**config.mk**
```make
export PLATFORM = sky130hd
export DESIGN_NAME = dvid2vga
export DESIGN_NICKNAME = d
export VERILOG_FILES = /design/src/rtl/dvid2vga_pkg.sv /design/src/rtl/tmds_decode_ch.sv /design/src/rtl/dvid2vga.sv
export SDC_FILE = /design/constraint.sdc
export NUM_CORES = 1
export LEC_CHECK = 0
export CAP_MARGIN = 10
export CORE_MARGIN = 3
export CORE_UTILIZATION = 45
export DETAILED_ROUTE_END_ITERATION = 10
export GPL_TIMING_DRIVEN = 0
export PLACE_DENSITY = 0.67
export SYNTH_ARGS = -nofsm -noshare
export SYNTH_HDL_FRONTEND = slang
export SYNTH_SLANG_ARGS = --single-unit
export TNS_END_PERCENT = 100
```
**constraint.sdc**
```tcl
create_clock -name clk_pixel -period 5.2 [get_ports clk_pixel]
set_input_delay 1.04 -clock clk_pixel [delete_from_list [all_inputs] [get_ports clk_pixel]]
set_output_delay 1.04 -clock clk_pixel [all_outputs]
set_load 0.01 [all_outputs]
```
**src/rtl/dvid2vga_pkg.sv**
```systemverilog
// Shared constants and types for the dvid2vga TMDS receiver.
// Holds the control-token table, symbol width and alignment FSM encoding.
package dvid2vga_pkg;

    localparam int SYM_W = 10;

    // Control tokens indexed by C1C0.
    localparam logic [SYM_W-1:0] CTRL_TOK_00 = 10'h354;
    localparam logic [SYM_W-1:0] CTRL_TOK_01 = 10'h0AB;
    localparam logic [SYM_W-1:0] CTRL_TOK_10 = 10'h154;
    localparam logic [SYM_W-1:0] CTRL_TOK_11 = 10'h2AB;

    typedef enum logic [1:0] {
        ST_SEARCH = 2'd0,
        ST_SLIP   = 2'd1,
        ST_LOCKED = 2'd2
    } align_state_t;

    function automatic logic is_ctrl_tok(input logic [SYM_W-1:0] s);
        return (s == CTRL_TOK_00) || (s == CTRL_TOK_01) ||
               (s == CTRL_TOK_10) || (s == CTRL_TOK_11);
    endfunction

endpackage

```
**src/rtl/tmds_decode_ch.sv**
```systemverilog
// One TMDS receive channel: input register, symbol decoder and the word
// alignment FSM that requests bitslips from the external deserializer.
module tmds_decode_ch
    import dvid2vga_pkg::*;
#(
    parameter int c_search_win = 4096,
    parameter int c_ctrl_run   = 8,
    parameter int c_slip_wait  = 16
) (
    input  logic             clk_pixel,
    input  logic             resetq,
    input  logic [SYM_W-1:0] sym,
    output logic             de,
    output logic [1:0]       c,
    output logic [7:0]       data,
    output logic             bitslip,
    output align_state_t     state
);

    localparam int WIN_W  = $clog2(c_search_win + 1);
    localparam int RUN_W  = $clog2(c_ctrl_run + 1);
    localparam int SLIP_W = $clog2(c_slip_wait + 1);
    localparam logic [WIN_W-1:0]  WIN_LAST  = WIN_W'(c_search_win - 1);
    localparam logic [RUN_W-1:0]  RUN_DONE  = RUN_W'(c_ctrl_run);
    localparam logic [SLIP_W-1:0] SLIP_LAST = SLIP_W'(c_slip_wait - 1);

    logic [SYM_W-1:0]  sym_q;
    logic [7:0]        d;
    logic [WIN_W-1:0]  win;
    logic [RUN_W-1:0]  run;
    logic [RUN_W-1:0]  run_nxt;
    logic [SLIP_W-1:0] slip_cnt;
    logic              raw_ctrl;
    logic              run_done;

    always_ff @(posedge clk_pixel or negedge resetq) begin
        if (!resetq) sym_q <= CTRL_TOK_00;
        else         sym_q <= sym;
    end

    always_comb begin
        d    = sym_q[9] ? ~sym_q[7:0] : sym_q[7:0];
        data = '0;
        data[0] = d[0];
        for (int i = 1; i < 8; i++)
            data[i] = sym_q[8] ? (d[i] ^ d[i-1]) : ~(d[i] ^ d[i-1]);
        de = !is_ctrl_tok(sym_q);
        case (sym_q)
            CTRL_TOK_01: c = 2'b01;
            CTRL_TOK_10: c = 2'b10;
            CTRL_TOK_11: c = 2'b11;
            default:     c = 2'b00;
        endcase
    end

    // Alignment looks at the raw symbol so the run counter itself acts as the
    // first pipeline register of the lock path.
    assign raw_ctrl = is_ctrl_tok(sym);

    always_comb begin
        run_nxt = '0;
        if (raw_ctrl) run_nxt = (run == RUN_DONE) ? run : run + 1'b1;
    end

    assign run_done = (run_nxt == RUN_DONE);

    always_ff @(posedge clk_pixel or negedge resetq) begin
        if (!resetq) begin
            state    <= ST_SEARCH;
            run      <= '0;
            win      <= '0;
            slip_cnt <= '0;
            bitslip  <= 1'b0;
        end else begin
            bitslip <= 1'b0;
            case (state)
                ST_SEARCH: begin
                    run <= run_nxt;
                    if (run_done) begin
                        state <= ST_LOCKED;
                        win   <= '0;
                    end else if (win == WIN_LAST) begin
                        state    <= ST_SLIP;
                        bitslip  <= 1'b1;
                        win      <= '0;
                        run      <= '0;
                        slip_cnt <= '0;
                    end else begin
                        win <= win + 1'b1;
                    end
                end
                ST_SLIP: begin
                    if (slip_cnt == SLIP_LAST) begin
                        state <= ST_SEARCH;
                        run   <= '0;
                        win   <= '0;
                    end else begin
                        slip_cnt <= slip_cnt + 1'b1;
                    end
                end
                ST_LOCKED: begin
                    run <= run_nxt;
                    if (run_done) begin
                        win <= '0;
                    end else if (win == WIN_LAST) begin
                        state <= ST_SEARCH;
                        win   <= '0;
                        run   <= '0;
                    end else begin
                        win <= win + 1'b1;
                    end
                end
                default: state <= ST_SEARCH;
            endcase
        end
    end

endmodule

```
**src/rtl/dvid2vga.sv**
```systemverilog
// DVI receive decoder: three aligned TMDS channels back to VGA-style signals.
// Define DVID2VGA_ERRCNT_EN to build the inter-channel disagreement counter.
module dvid2vga
    import dvid2vga_pkg::*;
#(
    parameter int c_search_win = 4096,
    parameter int c_ctrl_run   = 8,
    parameter int c_slip_wait  = 16
) (
    input  logic             clk_pixel,
    input  logic             resetq,
    input  logic [SYM_W-1:0] in_blue,
    input  logic [SYM_W-1:0] in_green,
    input  logic [SYM_W-1:0] in_red,
    output logic [2:0]       bitslip,
    output logic             locked,
    output logic [7:0]       vga_r,
    output logic [7:0]       vga_g,
    output logic [7:0]       vga_b,
    output logic             vga_hsync,
    output logic             vga_vsync,
    output logic             vga_blank,
    output logic [15:0]      err_count
);

    // Symbols arrive every cycle; there is no valid/ready handshake anywhere.
    logic [SYM_W-1:0] ch_sym   [3];
    logic [1:0]       ch_c     [3];
    logic [7:0]       ch_data  [3];
    align_state_t     ch_state [3];
    logic [2:0]       ch_de;
    logic             all_locked;
    logic             unused_sigs;

    assign ch_sym[0] = in_blue;
    assign ch_sym[1] = in_green;
    assign ch_sym[2] = in_red;

    for (genvar ch = 0; ch < 3; ch++) begin : g_ch
        tmds_decode_ch #(
            .c_search_win (c_search_win),
            .c_ctrl_run   (c_ctrl_run),
            .c_slip_wait  (c_slip_wait)
        ) u_ch (
            .clk_pixel (clk_pixel),
            .resetq    (resetq),
            .sym       (ch_sym[ch]),
            .de        (ch_de[ch]),
            .c         (ch_c[ch]),
            .data      (ch_data[ch]),
            .bitslip   (bitslip[ch]),
            .state     (ch_state[ch])
        );
    end

    assign all_locked = (ch_state[0] == ST_LOCKED) && (ch_state[1] == ST_LOCKED) &&
                        (ch_state[2] == ST_LOCKED);

    // Sync and blank follow the blue channel only; green/red control bits are unused.
    assign unused_sigs = ^{ch_c[1], ch_c[2], ch_de[2:1]};

    always_ff @(posedge clk_pixel or negedge resetq) begin
        if (!resetq) begin
            locked    <= 1'b0;
            vga_r     <= '0;
            vga_g     <= '0;
            vga_b     <= '0;
            vga_hsync <= 1'b0;
            vga_vsync <= 1'b0;
            vga_blank <= 1'b1;
        end else begin
            locked <= all_locked;
            if (!locked) begin
                vga_r     <= '0;
                vga_g     <= '0;
                vga_b     <= '0;
                vga_hsync <= 1'b0;
                vga_vsync <= 1'b0;
                vga_blank <= 1'b1;
            end else if (!ch_de[0]) begin
                vga_r     <= '0;
                vga_g     <= '0;
                vga_b     <= '0;
                vga_hsync <= ch_c[0][0];
                vga_vsync <= ch_c[0][1];
                vga_blank <= 1'b1;
            end else begin
                vga_r     <= ch_data[2];
                vga_g     <= ch_data[1];
                vga_b     <= ch_data[0];
                vga_blank <= 1'b0;
            end
        end
    end

`ifdef DVID2VGA_ERRCNT_EN
    logic ch_disagree;

    assign ch_disagree = (|ch_de) && !(&ch_de);

    always_ff @(posedge clk_pixel or negedge resetq) begin
        if (!resetq)
            err_count <= '0;
        else if (locked && ch_disagree && (err_count != 16'hFFFF))
            err_count <= err_count + 16'd1;
    end
`else
    assign err_count = '0;
`endif

endmodule

```
==> results of run 1 <==
## power groups by stage
stage          logic [uW]  registers (uW)  clock network, uW
4_1_cts               120            1060               1330
3_5_place_dp          119            1080                  0
5_1_grt               131            1060               1370
6_report              118            1060               1300
2_1_floorplan        60.1            1080                  0
3_3_place_gp          115            1080                  0
## critical path: stages
cell             delay, ns
clkdlybuf4s50_1       0.49
or4b_4                0.58
nor4_4                0.34
o211ai_4              0.19
a31oi_4               0.29
nor2_1                0.09
## sequential cells by signal, indices dropped and copies added, names as in the netlist, 3 cells and up
register and cells:
vga_b 8, g_ch.u_ch.sym_q 30, vga_r 8, g_ch.u_ch.run 12, vga_g 8, g_ch.u_ch.slip_cnt 15, g_ch.u_ch.win 39, g_ch.u_ch.state 6
g_ch.u_ch.bitslip 3
## worst paths after layout
| kind | depth (start not counted) | slack, ns | from | to |
|---|---|---|---|---|
| worst min register to register | 1 | 0.51 | g_ch[1].u_ch.slip_cnt[4] | g_ch[1].u_ch.slip_cnt[4] |
| max in group asynchronous | 2 | 3.92 | resetq | g_ch[2].u_ch.run[2] |
| min in group clk_pixel | 1 | 0.51 | g_ch[1].u_ch.slip_cnt[4] | g_ch[1].u_ch.slip_cnt[4] |
| worst max register to register | 8 | 2.86 | g_ch[1].u_ch.slip_cnt[0] | g_ch[1].u_ch.win[3] |
| worst min-delay path | 1 | 0.49 | resetq | vga_g[2] |
| worst max-delay path | 6 | 2.48 | in_green[4] | g_ch[1].u_ch.win[3] |
## cells in the final DEF, fill, tap and decap left out, drive strengths merged, types with 4 or more instances in the layout
cell type and count:
nor2 62, a211o 4, xor2 19, and3 6
xnor2 55, clkdlybuf4s50 61, and2 5, clkinvlp 4
nand4 10, buf 23, bufinv 4, nand2b 7
inv 28, clkinv 4, nand2 50, o21ai 26
o211ai 4, nand3 25, or2 4, conb 16
a21boi 6, o22ai 4, a21o 5, or3 4
a21oi 14, nor4 7, nand3b 4, dfstp 16
ha 21, and4 6, clkbuf 30, nor3 15
dfrtp 117
## through the flow
step	cell area (um^2)	TNS [ns]	setup WS [ns]	total power, uW
after floorplan	6460	0	2.72	1140
after global placement	7300	-238.36	-2.00	1190
after detailed placement	7330	0	2.06	1200
after CTS	7990	0	2.49	2510
after global routing	7990	0	2.34	2570
final	7990	0	2.48	2480
## layout make-up
cell class              instances  area (um^2)  share of cell area (%)
plain buffers                  30          186                    2.33
clock buffers                  21          480                    6.02
clock inverters                11          173                    2.16
inverters                      29          109                    1.36
multi-input cells             421         2820                    35.3
flip-flops and latches        133         3350                    41.9
well taps                     176          220                    2.76
repair buffers                 63          649                    8.13
## Yosys cell counts (2+ instances only)
cell type | instances | area share [%]
nand2b_1 | 7 | 0.68
o21ai_1 | 4 | 0.31
and2_1 | 5 | 0.49
nand3b_1 | 4 | 0.47
nor2_1 | 62 | 3.6
nand2_1 | 50 | 2.9
a21boi_0 | 6 | 0.70
or4b_4 | 2 | 0.43
xor2_1 | 19 | 2.6
inv_1 | 28 | 1.6
nor3_1 | 14 | 1.1
or3_1 | 4 | 0.39
dfrtp_1 | 117 | 46
a31oi_1 | 2 | 0.20
a22o_1 | 3 | 0.41
ha_1 | 21 | 4.1
nor4_1 | 4 | 0.39
nand3_1 | 25 | 2.0
dfstp_2 | 16 | 6.6
o21ai_0 | 22 | 1.7
nor4bb_1 | 3 | 0.47
clkbuf_1 | 9 | 0.53
o211ai_1 | 3 | 0.35
and4_1 | 5 | 0.68
buf_4 | 19 | 2.2
a21oi_1 | 13 | 1.0
o22ai_1 | 4 | 0.39
nor4_4 | 2 | 0.66
o41ai_1 | 2 | 0.27
and3_1 | 6 | 0.59
a32o_1 | 3 | 0.47
or2_2 | 2 | 0.20
and4b_1 | 2 | 0.31
a21o_1 | 5 | 0.59
or3b_2 | 2 | 0.27
a211o_1 | 4 | 0.55
nand4_1 | 10 | 0.98
xnor2_1 | 55 | 7.5
buf_2 | 2 | 0.16
## routing by layer
metal,part of all wire (%),vias up
met3,3.9,15
met1,45,2210
met4,1.2,0
met2,50,76
met5,0,-
li1,-,2224
## logic make-up after synthesis
family                     after synthesis
AOI/OAI and AO/OA                       87
xor gates and xnor gates                74
adders and majority gates               21
buffers and inverters                   59
DFF                                    133
muxes                                    2
other                                    1
and+or+nand+nor                        221
==> impl_metrics.yaml, run 1 <==
run_status:
  run_status: "finished clean"
sta:
  post-route-period-util_pct: 52.3
  hold_viol: 0
  period_minus_slack_ns: 2.72
  clock.fmax_mhz: 368
  slew_headroom_pct: 51.9
  rsz0062_at_grt: "no"
  hold_ws_ns: 0.492
  worst_pin_slew_ns: 0.703
  skew_ns: 0.00685
  maxSlewViolCount: 0
  setup_viol: 0
run:
  maxCapViolCount: 0
clock_tree:
  cts_buffers: 17
  cts_tree: "done"
  h-tree-depth: 4
  cts_max_path_buffers: 2
  clockRootBuffer: "clkbuf_16"
  cts_setup_buffers: 0
  post_cts_resized: 0
  clkSinkCount: 133
  clock_latency_ns: 0.42
  hold_buffers: 0
  path_clk_slew_ns: 0.06
synthesis:
  ys_seq_area_share_pct: 52.3
  ys_ff_latch: 133
  syn_area_um2: 6410
  synth_edf_count: 0
  synth_compound_area_share_pct: 10.0
  synthArstFlopShare_pct: 100
  synth.distinct_cells: 71
  synthSimpleGateAreaFrac_pct: 18.5
  ys_warn_count: 0
  synth_fa_ha_area_share_pct: 4.10
  synth-xor-area-share_pct: 10.1
  synthCells: 598
  synth_top_family_by_area: "simple AND/OR/NAND/NOR gates"
  syn_avg_cell_area_um2: 10.7
  synthMuxAreaShare_pct: 0.391
  ys.flop_type: "dfrtp_1"
floorplanning:
  start_util_pct: 47.3
  dieHeight_um: 125
  coreArea_um2: 13600
  rows: 42
  fp.dieW_um: 125
  die-area_um2: 15700
  num_io_pins: 79
final_layout:
  fill_cells: 1098
  drive_above_1_share_pct: 13.1
  synthToLayoutAreaGrowth_pct: 24.6
  diodes: 0
  nets: 748
  fin_util_pct: 58.9
  final_cells: 884
grt:
  grt_usage_pct: 16.6
  grt_max_degree: 104
  grt-ovfl-total: 0
  antenna_found_initial: 0
  first_global_vias: 4453
  grt_busiest_layer: "met2"
  grt_util_met3_pct: 4.43
  grt_first_pass_wirelength_mm: 21.4
  use_met2_pct: 27.6
  grt_use_met1_pct: 21.0
power_and_ir_drop:
  p_comb_share_pct: 4.8
  p_sw_uw: 514
  ir_drop_mv: 0.209
  pwr_density_cell_nw_per_um2: 310
  p_int_uw: 1970
  sw_frac_of_total_pct: 20.7
  p_clk_share_pct: 52.4
  leakage_uw: 0.00345
  pwr-share-seq_pct: 42.8
routing:
  drt_iter0_markers: 266
  wl_mm: 12.6
  vias: 4525
  wl_per_cell_um: 14.3
  firstDrtPassIters: 4
  ant_nets: 0
  vias_per_cell: 5.12
  drcViolationCount: 0
worst_setup_path:
  critPathKind: "in2reg"
  crit_path_max_fanout: 7
  required_ns: 5.49
  end_kind: "flip-flop"
  start_kind: "input pin"
  arrival_ns: 3.02
placement:
  dp_hpwl_mm: 8.88
  io_buffers: 62
  dp.cells: 852
  gp_congestion: 0.854
min_path:
  holdCritPathClass: "in2async"
Note: power is estimated with default switching activity, not from simulation.
==> run 2: changes to the inputs <==
--- a/config.mk
+++ b/config.mk
@@ -10,7 +10,7 @@
 export CORE_UTILIZATION = 45
 export DETAILED_ROUTE_END_ITERATION = 10
 export GPL_TIMING_DRIVEN = 0
-export PLACE_DENSITY = 0.67
+export PLACE_DENSITY = 0.69
 export SYNTH_ARGS = -nofsm -noshare
 export SYNTH_HDL_FRONTEND = slang
 export SYNTH_SLANG_ARGS = --single-unit
==> constraint.sdc (replaced) <==
create_clock -name clk_pixel -period 2.2 [get_ports clk_pixel]
set_input_delay 0.44 -clock clk_pixel [delete_from_list [all_inputs] [get_ports clk_pixel]]
set_output_delay 0.44 -clock clk_pixel [all_outputs]
set_load 0.01 [all_outputs]
==> run 2 against run 1 <==
- clock power up 120%
- worst hold slack worse by 0.31 ns
- clock-buffer cell count down 3
- utilization up 0.25 points
- non-clock buffer count up 3
- die area unchanged
- sequential cell count unchanged
- design area up 0.42%
- critical path depth up 1
- cell count up 0.34%
- largest cell class unchanged
==> impl_metrics.yaml, run 2 (same netlist as run 1, synthesis figures left out) <==
worst_setup_path:
  end_kind: "flip-flop"
  crit_family: "compound AO/OA/AOI/OAI gates"
  reg2reg_from: "g_ch[1].u_ch.run[0]"
  crit_chain: "buf_4, ha_1, a211o_1, a221oi_4, o211ai_4, a31oi_4, nor2_1"
  critPathMaxStageDelay_ns: 0.39
  start_kind: "flip-flop"
  required_ns: 2.49
  r2r_end: "g_ch[1].u_ch.win[8]"
  cp_slowest_cell: "dfrtp_1"
  rr_worst_depth: 7
  arrival_ns: 2.40
  regToRegSetupSlack_ns: 0.1
  critPathKind: "reg2reg"
  crit_path_max_fanout: 7
  critPathBufInv: 1
final_layout:
  top_regs: "g_ch.u_ch.win (39), g_ch.u_ch.sym_q (30), g_ch.u_ch.slip_cnt (15)"
  most-common-layout-cells: "dfrtp_1 (116), nor2_1 (62), clkdlybuf4s50_1 (58), xnor2_1 (55), nand2_1 (50)"
  synthToLayoutAreaGrowth_pct: 25.2
  nets: 751
  drive_above_1_share_pct: 14.9
  largest_reg_flops: 39
  diodes: 0
  final_common_cell: "dfrtp_1"
  regMostFlops: "g_ch.u_ch.win"
  fill_cells: 1097
  fin_util_pct: 59.2
  final_area_um2: 8020
power_and_ir_drop:
  p_int_uw: 4360
  leakage_uw: 0.00349
  pwr-share-seq_pct: 44.4
  p_clk_share_pct: 50.6
  pwr_density_cell_nw_per_um2: 704
  p_sw_uw: 1280
  sw_frac_of_total_pct: 22.8
  ir_drop_mv: 0.453
  p_comb_share_pct: 5.0
sta:
  tns_ns: 0
  skew_ns: 0.00812
  worst_pin_slew_ns: 0.502
  setup_viol: 0
  slew_headroom_pct: 66.2
  clock.fmax_mhz: 475
  maxSlewViolCount: 0
  post-route-period-util_pct: 95.6
  hold_viol: 0
  period_minus_slack_ns: 2.10
min_path:
  worstHoldStart: "in_green[6]"
  hold_depth: 1
  hold_path_end: "g_ch[1].u_ch.sym_q[6]"
  holdCritPathClass: "in2reg"
floorplanning:
  fp.dieW_um: 125
  die-area_um2: 15700
  coreArea_um2: 13600
  rows: 42
  num_io_pins: 79
  start_util_pct: 47.3
  dieHeight_um: 125
placement:
  dp_hpwl_mm: 8.99
  gp_congestion: 0.839
  dpl_cell_area_um2: 7330
  io_buffers: 62
routing:
  drt_iter0_markers: 203
  vias_per_cell: 5.17
  ant_nets: 0
  vias: 4586
  wl_mm: 12.6
  firstDrtPassIters: 5
  drcViolationCount: 0
  wl_per_cell_um: 14.2
grt:
  first_global_vias: 4537
  grt_max_degree: 100
  grt_first_pass_wirelength_mm: 21.4
  grt-ovfl-total: 0
  antenna_found_initial: 0
  grt_usage_pct: 16.6
clock_tree:
  cts_max_path_buffers: 2
  clock_latency_ns: 0.42
  cts_buffers: 17
  cts_tree: "done"
  clockRootBuffer: "clkbuf_16"
  clkSinkCount: 133
  path_clk_slew_ns: 0.06
  h-tree-depth: 4
run_status:
  run_status: "finished clean"
run:
  maxCapViolCount: 0
-- run 2: timing repair --
action	4_1_cts	5_1_grt
hold buffers	1	0
setup buffers	1	2
endpoints found under the hold margin	28	0
pin swaps	1	6
gates resized for setup	2	16
cloned	0	0
setup endpoints to repair	15	46
-- run 2: stage by stage --
stage,std cells,hold slack [ns],worst slack (ns),total power [uW]
after global placement,851,0.479,-4.36,2820
after detailed placement,852,0.352,-0.362,2830
final,887,0.185,0.0963,5640
after floorplan,613,0.144,0.211,2690
after CTS,885,0.407,0.00998,5710
after global routing,887,0.161,-0.00758,5860
-- run 2: power groups by stage --
stage	sequential (uW)	combinational, uW	clock (uW)
2_1_floorplan	2550	142	0
3_3_place_gp	2550	271	0
3_5_place_dp	2550	282	0
4_1_cts	2510	284	2920
5_1_grt	2510	310	3040
6_report	2510	280	2860
-- run 2: cell type report --
cell class,instances,area [um^2],area share [%]
sequential,133,3350,41.8
multi-input combinational,421,2860,35.6
timing repair buffer,67,689,8.60
inverter,29,109,1.36
buffer,29,188,2.34
clock inverter,14,166,2.07
tap,176,220,2.75
clock buffer,18,439,5.48
-- run 2: worst max-delay path by stage --
stage                             startpoint              endpoint  depth (start not counted)
detailed placement                 in_red[2]   g_ch[2].u_ch.win[5]                          7
CTS                 g_ch[1].u_ch.slip_cnt[0]   g_ch[1].u_ch.win[7]                          8
finish                   g_ch[1].u_ch.run[0]   g_ch[1].u_ch.win[8]                          7
global route             g_ch[2].u_ch.run[0]   g_ch[2].u_ch.win[7]                          8
floorplan           g_ch[0].u_ch.slip_cnt[0]  g_ch[0].u_ch.win[10]                          8
global placement                      resetq   g_ch[2].u_ch.win[0]                          1
-- run 2: per-layer routing --
metal,wire [um],track usage (%)
met5,0,0
met4,226,6.57
met3,402,4.43
met2,6250,26.8
met1,5690,21.4
==> run 3: changes to the inputs <==
--- a/config.mk
+++ b/config.mk
@@ -6,11 +6,12 @@
 export NUM_CORES = 1
 export LEC_CHECK = 0
 export CAP_MARGIN = 10
-export CORE_MARGIN = 3
 export CORE_UTILIZATION = 45
+export CTS_BUF_LIST = sky130_fd_sc_hd__clkbuf_2
 export DETAILED_ROUTE_END_ITERATION = 10
 export GPL_TIMING_DRIVEN = 0
 export PLACE_DENSITY = 0.69
+export SLEW_MARGIN = 20
 export SYNTH_ARGS = -nofsm -noshare
 export SYNTH_HDL_FRONTEND = slang
 export SYNTH_SLANG_ARGS = --single-unit
==> run 3 against run 2 <==
- worst setup slack worse by 0.0057 ns
- cell count up 1.4%
- total power down 22%
- worst hold slack worse by 0.060 ns
- register-to-register slack about the same
- die area down 6.3%
==> impl_metrics.yaml, run 3 (same netlist as run 1, synthesis figures left out) <==
run_status:
  run_status: "finished clean"
power_and_ir_drop:
  pwr-share-seq_pct: 56.9
  power.total_uw: 4410
  leakage_uw: 0.00347
  p_int_uw: 3370
  pwr_density_cell_nw_per_um2: 565
  ir_drop_mv: 0.259
  sw_frac_of_total_pct: 23.6
  p_comb_share_pct: 6.4
  p_clk_share_pct: 36.8
  p_sw_uw: 1040
sta:
  hold_viol: 0
  clock.fmax_mhz: 474
  setup_viol: 0
  post-route-period-util_pct: 95.9
  worst_pin_slew_ns: 0.525
  skew_ns: 0.0285
  slew_headroom_pct: 64.7
  maxSlewViolCount: 0
  period_minus_slack_ns: 2.11
  tns_ns: 0
routing:
  wl_per_cell_um: 13.6
  firstDrtPassIters: 4
  ant_nets: 0
  wl_mm: 12.2
  vias: 4605
  drcViolationCount: 0
  drt_iter0_markers: 164
  vias_per_cell: 5.12
worst_setup_path:
  required_ns: 2.81
  end_kind: "flip-flop"
  start_kind: "flip-flop"
  crit_path_max_fanout: 8
  critPathBufInv: 2
  arrival_ns: 2.72
  critPathMaxStageDelay_ns: 0.44
  crit_family: "compound AO/OA/AOI/OAI gates"
  cp_slowest_cell: "dfrtp_2"
  path_depth: 8
  critPathKind: "reg2reg"
  crit_chain: "inv_1, ha_2, a211o_1, a221oi_2, o211a_2, o31a_1, buf_6, nor2_1"
  rr_worst_depth: 8
grt:
  grt_usage_pct: 18.0
  antenna_found_initial: 0
  grt_max_degree: 68
  first_global_vias: 4453
  grt_first_pass_wirelength_mm: 20.6
  grt-ovfl-total: 0
min_path:
  hold_depth: 1
  holdCritPathClass: "in2reg"
final_layout:
  diodes: 0
  drive_above_1_share_pct: 16.8
  regMostFlops: "g_ch.u_ch.win"
  fin_util_pct: 56.3
  final_cells: 899
  largest_reg_flops: 39
  synthToLayoutAreaGrowth_pct: 21.9
  most-common-layout-cells: "dfrtp_1 (115), nor2_1 (62), xnor2_1 (55), clkdlybuf4s50_1 (54), nand2_1 (49)"
  final_common_cell: "dfrtp_1"
  nets: 759
  top_regs: "g_ch.u_ch.win (39), g_ch.u_ch.sym_q (30), g_ch.u_ch.slip_cnt (15)"
  final_area_um2: 7810
clock_tree:
  path_clk_slew_ns: 0.19
  clockRootBuffer: "clkbuf_2"
  cts_buffers: 17
  cts_tree: "done"
  clkSinkCount: 133
  cts_max_path_buffers: 2
  h-tree-depth: 4
  clock_latency_ns: 0.69
floorplanning:
  num_io_pins: 79
  start_util_pct: 46.2
  coreArea_um2: 13900
  die-area_um2: 14700
  dieHeight_um: 121
  rows: 43
  fp.dieW_um: 121
placement:
  gp_congestion: 0.812
  dpl_cell_area_um2: 7340
  dp.cells: 856
  dp_hpwl_mm: 8.72
  io_buffers: 62
run:
  maxCapViolCount: 0
==> run 3: changes by cell type in the layout (fill, tap and decap cells not counted), sizes merged <==
cell and change:
clkinv +2, dlymetal6s2s +1, dlygate4sd2 +3, buf +9, inv -5, clkbuf -1, clkinvlp +1, bufinv +2
clkdlybuf4s50 -4
==> run 3: area by class of cell <==
cell class / count / area, um^2
multi-input combinational: 421 / 2910
inverter: 29 / 109
clock inverter: 14 / 184
buffer: 30 / 194
timing repair buffer: 74 / 748
tap: 180 / 225
sequential: 133 / 3350
clock buffer: 18 / 90.1
fill: 1212 / 6070
==> run 3: metrics by stage <==
stage / hold WS, ns / setup WS [ns]
finish: 0.125 / 0.0906
global route: 0.0207 / -0.00653
CTS: 0.0584 / 0.00180
detailed placement: 0.422 / -0.412
global placement: 0.478 / -4.36
floorplan: 0.144 / 0.211
==> run 3: routing by layer <==
metal	vias up	GRT usage, %	share of wire, %
met5	-	0	0
li1	2244	-	-
met3	24	5.03	3.2
met2	68	29.3	50
met1	2269	22.7	45
met4	0	6.64	1.8
==> run 3: worst paths after layout <==
check	startpoint	end	slack [ns]
min in group asynchronous	resetq	g_ch[0].u_ch.sym_q[7]	0.26
worst max register to register	g_ch[0].u_ch.run[0]	g_ch[0].u_ch.win[7]	0.09
worst min-delay path	in_red[9]	g_ch[2].u_ch.sym_q[9]	0.12
worst max-delay path	g_ch[0].u_ch.run[0]	g_ch[0].u_ch.win[7]	0.09
max in group asynchronous	resetq	g_ch[2].u_ch.sym_q[9]	1.22
worst min register to register	g_ch[1].u_ch.slip_cnt[4]	g_ch[1].u_ch.slip_cnt[4]	0.52
==> run 3: timing repair <==
action,4_1_cts,5_1_grt
resized for setup,7,32
setup buffers,2,8
hold endpoints to repair,66,0
endpoints found under the setup margin,21,65
hold buffers,1,0
pin swaps,1,9
==> run 3: power by group through the flow <==
stage	Sequential (uW)	Combinational (uW)	Clock [uW]
6_report	2510	282	1620
5_1_grt	2510	315	1790
4_1_cts	2510	287	1670
3_5_place_dp	2550	284	0
3_3_place_gp	2550	270	0
2_1_floorplan	2550	142	0
==> RTL change, RTL diff (settings of run 1) <==
`c_search_win` is set to 4096 in 2 places; all go to 1024.
--- a/src/rtl/tmds_decode_ch.sv
+++ b/src/rtl/tmds_decode_ch.sv
@@ -3,7 +3,7 @@
 module tmds_decode_ch
     import dvid2vga_pkg::*;
 #(
-    parameter int c_search_win = 4096,
+    parameter int c_search_win = 1024,
     parameter int c_ctrl_run   = 8,
     parameter int c_slip_wait  = 16
 ) (
--- a/src/rtl/dvid2vga.sv
+++ b/src/rtl/dvid2vga.sv
@@ -3,7 +3,7 @@
 module dvid2vga
     import dvid2vga_pkg::*;
 #(
-    parameter int c_search_win = 4096,
+    parameter int c_search_win = 1024,
     parameter int c_ctrl_run   = 8,
     parameter int c_slip_wait  = 16
 ) (
Check against the original RTL: same outputs for any inputs over 10 cycles, from zero or initial values and one cycle with resetq low; that may be too few to reach the edited logic, so the function may still have changed.
==> RTL change against run 1 <==
  * Non-clock buffer count up 9
  * Global-route usage up 2.0 points
  * Via count up 4.9%
  * Routed wire length up 3.8%
  * Area after synthesis down 2.5%
  * Final area down 1.8%
  * Sequential cell count down 6
  * Worst setup slack worse by 0.30 ns
  * Largest cell class unchanged
Power is not compared: it rests on default switching activity, and its combinational part moved more than twofold at a synthesized area within 25%.
==> RTL change: results (changes against run 1) <==
Post_cts resized = 0 (unchanged)
Initial antenna violation count = 0 (unchanged)
Slew Limit Fails = 0 (unchanged)
First DRT Iteration DRCs = 263 (was 266)
Htree depth = 4 (unchanged)
Initial DRT Pass Iterations = 5 (was 4)
CTS Buf Count = 17 (unchanged)
VDD IR max = 0.0002112 V
Share of layout cells above drive strength 1 = 11.72% (was 13.14%)
Critical path's top delay family = simple AND/OR/NAND/NOR gates (unchanged)
Post-DP HPWL = 9.412 mm (was 8.876 mm)
WL final = 13.08 mm (was 12.60 mm)
Clock root buffer = clkbuf_16 (unchanged)
Syn. warnings = 0 (unchanged)
Pin count of the biggest net entering global routing = 98 (was 104)
GRT Util Overall = 18.57% (was 16.62%)
Highest net fanout along the worst path = 10 (was 7)
Cell area after placement = 7173 sq um (was 7333 sq um)
Final instance area = 7846 sq um (was 7986 sq um)
Ys async rst share = 100.0% (unchanged)
Layout fillers = 1122 (was 1098)
Regs by FF count = g_ch.u_ch.win: 33 flops, g_ch.u_ch.sym_q: 30 flops, g_ch.u_ch.slip_cnt: 15 flops (was g_ch.u_ch.win: 39 flops, g_ch.u_ch.sym_q: 30 flops, g_ch.u_ch.slip_cnt: 15 flops)
# diodes = 0 (unchanged)
Worst Path Arrival = 3.32 ns (was 3.02 ns)
Synth cell types = 64 (was 71)
Setup bufs post-CTS = 0 (unchanged)
Worst-path clk slew = 0.06 ns (about the same)
Crit-path slowest cell = a221oi_4 (was or4b_4)
Port bufs = 62 (unchanged)
Power per cell area = 371.6 nW/um^2
Worst-case clock buffer depth = 2 (unchanged)
Clock latency on the worst-skew pair = 0.41 ns
Top FF cell, synth = dfrtp_1 (unchanged)
Outcome = finished, final reports clean (unchanged)
Worst-Margin Slew = 0.9458 ns (was 0.7028 ns)
Class of the worst hold path = reg -> reg (was in -> async)
Post-Route Skew = 0.008538 ns (was 0.006852 ns)
Fin nets = 757 (was 748)
Final RePlAce weighted congestion = 0.8469 (was 0.8536)
DRC = 0 (unchanged)
Critical Path Max Stage Delay = 0.55 ns (was 0.58 ns)
Via Count = 4748 (was 4525)
Synth top cells by count = dfrtp_1, nand2_1, nor2_1 (was dfrtp_1, nor2_1, xnor2_1)
Synth top area cells = dfrtp_1, dfstp_2, xnor2_1 (was dfrtp_1, xnor2_1, dfstp_2)
Die Wd = 123.8 um (was 125.3 um)
First-pass GRT wire length = 22.40 mm (was 21.42 mm)
Seq/Total Area, Yosys = 51.19% (was 52.26%)
Pleak = 3.438 nW
-- RTL change: path summary, 6_finish.rpt --
kind	start	to	slack [ns]	cells past startpoint
setup / recovery	in_green[2]	g_ch[1].u_ch.win[8]	2.18	7
hold / removal	g_ch[1].u_ch.win[10]	g_ch[1].u_ch.win[10]	0.49	1
setup reg to reg	g_ch[1].u_ch.run[0]	g_ch[1].u_ch.slip_cnt[1]	2.64	7
hold reg to reg	g_ch[1].u_ch.win[10]	g_ch[1].u_ch.win[10]	0.49	1
max in group asynchronous	resetq	g_ch[2].u_ch.sym_q[6]	3.92	2
min in group asynchronous	resetq	vga_g[6]	0.50	1
-- RTL change: through the flow --
step	power (mW)	setup slack, ns	std cells
2_1_floorplan	1.469	2.439	622
3_3_place_gp	1.581	-1.850	860
3_5_place_dp	1.601	1.769	861
4_1_cts	2.947	2.207	893
5_1_grt	3.068	2.043	893
6_report	2.916	2.179	893
-- RTL change: final cells by class --
cell class	instances	share of cell area, %
timing repair buffer	63	8.276
multi-input combinational	424	35.03
clock inverter	12	2.631
inverter	32	1.531
tap	176	2.807
sequential	127	40.76
clock buffer	20	5.948
buffer	39	3.014
-- RTL change: cell families after synthesis --
logic type | count (synthesis) | share of synthesized area (%)
muxes | 5 | 0.8012
DFF | 127 | 51.19
buffers and inverters | 71 | 5.708
adders and majority gates | 21 | 4.206
AOI/OAI and AO/OA | 116 | 12.92
other | 1 | 0.06003
and+or+nand+nor | 218 | 18.39
xor gates and xnor gates | 48 | 6.729
-- RTL change: power breakdown --
part           total [mW]  switching, mW  internal, mW  leakage (nW)
logic               0.422          0.220         0.202          1.52
registers            1.16         0.0833          1.08          1.59
clock network        1.33          0.438         0.892         0.327
-- RTL change: per-layer routing --
metal / vias up / wire length [um] / track usage, %
li1: 2314 / - / -
met1: 2274 / 6138 / 25.07
met2: 135 / 5982 / 28.19
met3: 25 / 728 / 5.631
met4: 0 / 226 / 7.128
met5: - / 0 / 0
